$ cat config.mk
export PLATFORM = sky130hd
export DESIGN_NAME = pit_wb_slave
export DESIGN_NICKNAME = d
export VERILOG_FILES = /design/src/rtl/pit_wb_pkg.sv /design/src/rtl/pit_wb_wait_ctr.sv /design/src/rtl/pit_wb_slave.sv
export SDC_FILE = /design/constraint.sdc
export NUM_CORES = 1
export LEC_CHECK = 0
export CAP_MARGIN = 20
export CELL_PAD_IN_SITES_DETAIL_PLACEMENT = 0
export CELL_PAD_IN_SITES_GLOBAL_PLACEMENT = 1
export CORE_UTILIZATION = 25
export CTS_BUF_LIST = sky130_fd_sc_hd__clkbuf_8
export DETAILED_ROUTE_END_ITERATION = 8
export MAX_ROUTING_LAYER = met4
export PLACE_DENSITY = 0.84
export SYNTH_ARGS = -nofsm -noshare
export SYNTH_HDL_FRONTEND = slang
export SYNTH_SLANG_ARGS = --single-unit
$ cat constraint.sdc
create_clock -name wb_clk_i -period 1.7 [get_ports wb_clk_i]
set_clock_uncertainty 0.05 [all_clocks]
set_input_delay 0.255 -clock wb_clk_i [delete_from_list [all_inputs] [get_ports wb_clk_i]]
set_output_delay 0.255 -clock wb_clk_i [all_outputs]
set_load 0.01 [all_outputs]
$ cat src/rtl/pit_wb_pkg.sv
// rtl/pit_wb_pkg.sv - shared types and helpers for the PIT WISHBONE register slave
package pit_wb_pkg;

    typedef enum logic [1:0] {
        IDLE = 2'd0,
        WAIT = 2'd1,
        TERM = 2'd2
    } pit_state_t;

    function automatic int lanes(input int dwidth);
        return dwidth / 8;
    endfunction

    function automatic bit params_legal(input int dwidth, input int num_bytes, input int wait_states);
        return (dwidth == 8 || dwidth == 16 || dwidth == 32) &&
               (num_bytes >= 1) && (num_bytes <= 32) &&
               (wait_states >= 0) && (wait_states <= 7);
    endfunction

endpackage

$ cat src/rtl/pit_wb_wait_ctr.sv
// rtl/pit_wb_wait_ctr.sv - 3-bit wait-state down-counter with load and zero flag
module pit_wb_wait_ctr (
    input  logic       wb_clk_i,
    input  logic       async_rst_b,
    input  logic       clear,
    input  logic       load,
    input  logic [2:0] load_val,
    input  logic       dec,
    output logic       zero
);

    logic [2:0] count;

    always_ff @(posedge wb_clk_i or negedge async_rst_b) begin
        if (!async_rst_b) begin
            count <= 3'd0;
        end else if (clear) begin
            count <= 3'd0;
        end else if (load) begin
            count <= load_val;
        end else if (dec && (count != 3'd0)) begin
            count <= count - 3'd1;
        end
    end

    assign zero = (count == 3'd0);

endmodule

$ cat src/rtl/pit_wb_slave.sv
// rtl/pit_wb_slave.sv - WISHBONE slave exposing NUM_BYTES byte registers with wait states
module pit_wb_slave
    import pit_wb_pkg::*;
#(
    parameter int DWIDTH      = 16,
    parameter int NUM_BYTES   = 6,
    parameter int WAIT_STATES = 1,
    parameter int AWIDTH      = 3
) (
    input  logic                   wb_clk_i,
    input  logic                   async_rst_b,
    input  logic                   wb_rst_i,
    input  logic                   wb_cyc_i,
    input  logic                   wb_stb_i,
    input  logic                   wb_we_i,
    input  logic [AWIDTH-1:0]      wb_adr_i,
    input  logic [DWIDTH/8-1:0]    wb_sel_i,
    input  logic [DWIDTH-1:0]      wb_dat_i,
    output logic [DWIDTH-1:0]      wb_dat_o,
    output logic                   wb_ack_o,
    output logic                   wb_err_o,
    output logic [NUM_BYTES-1:0]   reg_we,
    output logic [8*NUM_BYTES-1:0] reg_wdata,
    output logic [NUM_BYTES-1:0]   reg_re,
    input  logic [8*NUM_BYTES-1:0] read_regs
);

    localparam int          LN       = lanes(DWIDTH);
    localparam int unsigned LN_U     = LN;
    localparam int unsigned NB_U     = NUM_BYTES;
    localparam logic [2:0]  LOAD_VAL = (WAIT_STATES > 0) ? 3'(WAIT_STATES - 1) : 3'd0;

    if (!params_legal(DWIDTH, NUM_BYTES, WAIT_STATES)) begin : g_bad_params
        $error("pit_wb_slave: illegal parameter combination");
    end

    pit_state_t          state;
    pit_state_t          next_state;
    logic                module_sel;
    logic                latch;
    logic                ctr_load;
    logic                ctr_dec;
    logic                ctr_zero;
    logic [AWIDTH-1:0]   adr_q;
    logic [LN-1:0]       sel_q;
    logic                we_q;
    logic [DWIDTH-1:0]   dat_q;
    logic [DWIDTH-1:0]   dat_o_q;
    logic [AWIDTH-1:0]   eff_adr;
    logic [LN-1:0]       eff_sel;
    logic                eff_we;
    logic                err_q;
    logic                err_eff;
    logic [NUM_BYTES-1:0] hit_q;
    logic [NUM_BYTES-1:0] hit_eff;
    logic [DWIDTH-1:0]   rdata;
    logic                term_ok;

    assign module_sel = wb_cyc_i & wb_stb_i;
    assign latch      = (state == IDLE) && module_sel;

    // In IDLE the bus inputs are the access being latched this cycle, so a
    // zero-wait read can still register its data on the way into TERM.
    assign eff_adr = (state == IDLE) ? wb_adr_i : adr_q;
    assign eff_sel = (state == IDLE) ? wb_sel_i : sel_q;
    assign eff_we  = (state == IDLE) ? wb_we_i  : we_q;

    assign err_q   = ((32'(adr_q)   * LN_U) >= NB_U) || (sel_q   == '0);
    assign err_eff = ((32'(eff_adr) * LN_U) >= NB_U) || (eff_sel == '0);

    for (genvar k = 0; k < NUM_BYTES; k++) begin : g_byte
        localparam int unsigned LANE = k % LN;
        localparam int unsigned WORD = k / LN;
        assign hit_q[k]              = (32'(adr_q)   == WORD) && sel_q[LANE];
        assign hit_eff[k]            = (32'(eff_adr) == WORD) && eff_sel[LANE];
        assign reg_wdata[8*k +: 8]   = dat_q[8*LANE +: 8];
    end

    always_comb begin
        rdata = '0;
        for (int k = 0; k < NUM_BYTES; k++) begin
            if (hit_eff[k]) begin
                rdata[8*(k % LN) +: 8] = read_regs[8*k +: 8];
            end
        end
    end

    pit_wb_wait_ctr u_wait_ctr (
        .wb_clk_i    (wb_clk_i),
        .async_rst_b (async_rst_b),
        .clear       (wb_rst_i),
        .load        (ctr_load),
        .load_val    (LOAD_VAL),
        .dec         (ctr_dec),
        .zero        (ctr_zero)
    );

    always_comb begin
        next_state = state;
        ctr_load   = 1'b0;
        ctr_dec    = 1'b0;
        case (state)
            IDLE: begin
                if (module_sel) begin
                    ctr_load   = 1'b1;
                    next_state = (WAIT_STATES > 0) ? WAIT : TERM;
                end
            end
            WAIT: begin
                if (!module_sel) begin
                    next_state = IDLE;
                end else if (ctr_zero) begin
                    next_state = TERM;
                end else begin
                    ctr_dec = 1'b1;
                end
            end
            TERM:    next_state = IDLE;
            default: next_state = IDLE;
        endcase
    end

    always_ff @(posedge wb_clk_i or negedge async_rst_b) begin
        if (!async_rst_b) begin
            state   <= IDLE;
            adr_q   <= '0;
            sel_q   <= '0;
            we_q    <= 1'b0;
            dat_q   <= '0;
            dat_o_q <= '0;
        end else if (wb_rst_i) begin
            state   <= IDLE;
            adr_q   <= '0;
            sel_q   <= '0;
            we_q    <= 1'b0;
            dat_q   <= '0;
            dat_o_q <= '0;
        end else begin
            state <= next_state;
            if (latch) begin
                adr_q <= wb_adr_i;
                sel_q <= wb_sel_i;
                we_q  <= wb_we_i;
                dat_q <= wb_dat_i;
            end
            dat_o_q <= ((next_state == TERM) && !eff_we && !err_eff) ? rdata : '0;
        end
    end

    assign term_ok  = (state == TERM) && module_sel;
    assign wb_ack_o = term_ok && !err_q;
    assign wb_err_o = term_ok && err_q;
    assign reg_we   = (wb_ack_o &&  we_q) ? hit_q : '0;
    assign reg_re   = (wb_ack_o && !we_q) ? hit_q : '0;
    assign wb_dat_o = dat_o_q;

endmodule

==> results_dict.tcl, run 1 <==
set metrics [dict create \
    drtPass1Iterations 4 \
    fin_setup_tns_ps -11520 \
    power_frac_comb_pct 29.6 \
    synth_top_cell_area_share_pct 41.1 \
    clk_pin_slew_ps 90 \
    maxCapViolCount 0 \
    wl_mm 9.19 \
    num_rows 36 \
    arrival_ps 1920 \
    finalCritPeriodShare_pct 131 \
    vias 2851 \
    synthTopCellsByArea "dfrtp_1, buf_4, nand2_1" \
    worstSkewPairLatency_ps 290 \
    failed_checks "negative setup slack" \
    p_leak_uw 0.00187 \
    synthCells 299 \
    ys_seq_area_share_pct 41.1 \
    die_h_um 104 \
    first_iter_violations 92 \
    synth_cell_types 42 \
    hold_viol 0 \
    ioPinCount 153 \
    ir_drop_mv 0.283 \
    cts-root-buf "clkbuf_8" \
    synth_nets 376 \
    gp_congestion 0.841 \
    dp.cells 574 \
    crit_chain "clkdlybuf4s50_1 > nand4b_1 > buf_4 > or3b_4 > buf_6 > nor2_4 > buf_6" \
    yosysTopAreaCell "dfrtp_1" \
    pwr-share-clk_pct 26.3 \
    nNetsFinal 543 \
    synth-seq-cells 43 \
    seqCellArea_sq_um 1080 \
    synthFlopType "dfrtp_1" \
    post_drt_wl_per_cell_um 15.3 \
    area_delta_synth_final_pct 88.5 \
    critPathLaunchType "primary input" \
    critPathSlowestCell "clkdlybuf4s50_1" \
    end_kind "output port" \
    finalPower_uw 2430 \
    cp_data_required_time_ps 1390 \
    cp_max_fo 4 \
    status "complete, but fails checks" \
    synth_edf_count 0 \
    fin_cells 600 \
    cts_tree "done" \
    core-area_sq_um 9950 \
    p_int_uw 1730 \
    drc 0 \
    n_antenna_cell 0 \
    synthTopCellsByCount "nand2_1, dfrtp_1, buf_4" \
    worst_pin_slew_ps 543 \
    max_stage_delay_ps 510 \
    ant_nets 0 \
    die_area_sq_um 10900 \
    syn-mean-instance-area_sq_um 8.75 \
    place_area_sq_um 4360 \
    switching_power_uw 700 \
    antenna_found_initial 0 \
    gr-total-overflow 0 \
    portBuffers 152 \
    cts_sinks 43 \
    h-tree-depth 2 \
    syn_area_sq_um 2620 \
    final.setup.worst_slack_ps -525 \
    nFillCells 925 \
    crit_path_frequent_cell "buf_6" \
    hp-class "in2async" \
    finalMaxSlewViolations 0 \
    cts_made_buffers 5 \
    p_per_area_nw_per_um2 493 \
    clk_path_buf_depth 2 \
    seqPwrFrac_pct 44.1 \
    start_util_pct 26.3 \
    viasPerCell 4.75 \
    period_minus_slack_ps 2220 \
    grt_first_pass_wirelength_mm 14.9 \
    grt_usage_pct 17.4 \
    yosysMostFrequentCell "nand2_1" \
    setup_violations 55 \
    place_hpwl_mm 6.70 \
    p_sw_share_pct 28.8 \
    grt_pass1_vias 2931 \
    die_w_um 104 \
    synth-async-reset-ratio_pct 100 \
    final_area_sq_um 4930 \
    fmax_mhz 449 \
    grt_max_degree 27 \
    max_slew_margin_pct 63.8 \
    yosys_warnings 0 \
    path_class "in2out" \
    multiInputGateArea_sq_um 1550 \
    rsz0062_at_grt "true" \
    drive_gt1_share_pct 32.3 \
]
## final cells by class
cell class / instances / share of cell area, %
clock buffers: 5 / 1.40
clock inverters: 3 / 0.330
inverters: 2 / 0.152
multi-input cells: 204 / 31.4
flip-flops and latches: 43 / 21.9
well taps: 133 / 3.38
repair buffers: 210 / 41.4
## layer usage
| metal | vias to the layer above | track usage [%] | wire, um |
|---|---|---|---|
| met4 | 0 | 4.90 | 152 |
| li1 | 1365 | - | - |
| met5 | - | - | 0 |
| met1 | 1379 | 21.0 | 3980 |
| met3 | 12 | 2.57 | 371 |
| met2 | 95 | 30.0 | 4680 |
## cells in the final DEF (no fill, tap or decap), drive strengths merged, types with 2 or more instances in the layout
master / Yosys / final
nor2: 18 / 18
nor2b: 3 / 3
dfrtp: 43 / 43
nor3: 23 / 23
buf: 43 / 71
or4: 2 / 2
or3: 2 / 2
o211ai: 2 / 2
inv: 2 / 3
a211oi: 3 / 3
o221ai: 1 / 2
a311oi: 16 / 16
ha: 2 / 2
o21ai: 4 / 4
clkbuf: 8 / 5
nand2b: 2 / 2
or3b: 3 / 3
o31ai: 2 / 2
clkdlybuf4s50: 0 / 137
nor4b: 2 / 2
nand2: 52 / 52
a21oi: 22 / 22
nand3: 33 / 33
xnor2: 2 / 2
## worst max-delay path: cells and delay by family
family,cells,cell delay (ps)
buffers and inverters,4,960
and+or+nand+nor,3,710
## path summary, 6_finish.rpt
path                                                  from                               to  slack (ps)  depth (start not counted)
max                                               wb_stb_i                        reg_we[3]        -520                          7
min                                            async_rst_b  u_wait_ctr.count[2]$_DFFE_PN0P_         420                          2
max reg2reg                             state[0]$_DFF_PN0_            wb_dat_o[3]$_DFF_PN0_        -390                          7
min reg2reg                u_wait_ctr.count[2]$_DFFE_PN0P_  u_wait_ctr.count[2]$_DFFE_PN0P_         510                          2
max in group asynchronous                      async_rst_b            wb_dat_o[7]$_DFF_PN0_         680                          3
min in group wb_clk_i                          wb_dat_i[7]             dat_q[7]$_DFFE_PN0P_         450                          3
## through the flow
stage,hold slack [ps],util (%),setup WS (ps)
floorplan,-90.6,-,-115
global placement,196,43.8,-766
detailed placement,196,43.8,-817
CTS,426,48.3,-535
global route,444,49.5,-589
finish,418,49.5,-525
## power groups by stage
stage          clock network [uW]  logic, uW  registers, uW
3_3_place_gp                    0        626           1090
2_1_floorplan                   0        259           1100
6_report                      638        720           1070
4_1_cts                       665        698           1070
3_5_place_dp                    0        631           1090
5_1_grt                       708        769           1080
## flip-flops by register name, summed over array words and instances (netlist names)
| name | flops |
|---|---|
| dat_q | 16 |
| sel_q | 2 |
| state | 2 |
| we_q | 1 |
| wb_dat_o | 16 |
| u_wait_ctr.count | 3 |
| adr_q | 3 |
## kinds of logic after synthesis
group           after synthesis  share of synthesized area (%)
simple gates                143                           26.2
compound gates               55                           16.9
buf+inv                      53                           13.7
flops                        43                           41.1
xor+xnor                      2                          0.670
fa+ha+maj                     2                          0.957
mux                           1                          0.431
## what timing repair did
action                                 in CTS  in global routing
resized for setup                         104                 37
hold buffers                                1                  0
setup endpoints to repair                  31                 55
setup buffers                              13                  2
pin swaps                                  24                 13
cloned                                      3                  0
endpoints found under the hold margin      19                  0
No activity file was read; power rests on OpenSTA's default activity.
==> run 2, diff against run 1 <==
Settings changed: CTS_CLUSTER_SIZE set to 12.
==> results of run 2 <==
No change in the layout: final DEF, timing and power equal those of run 1.
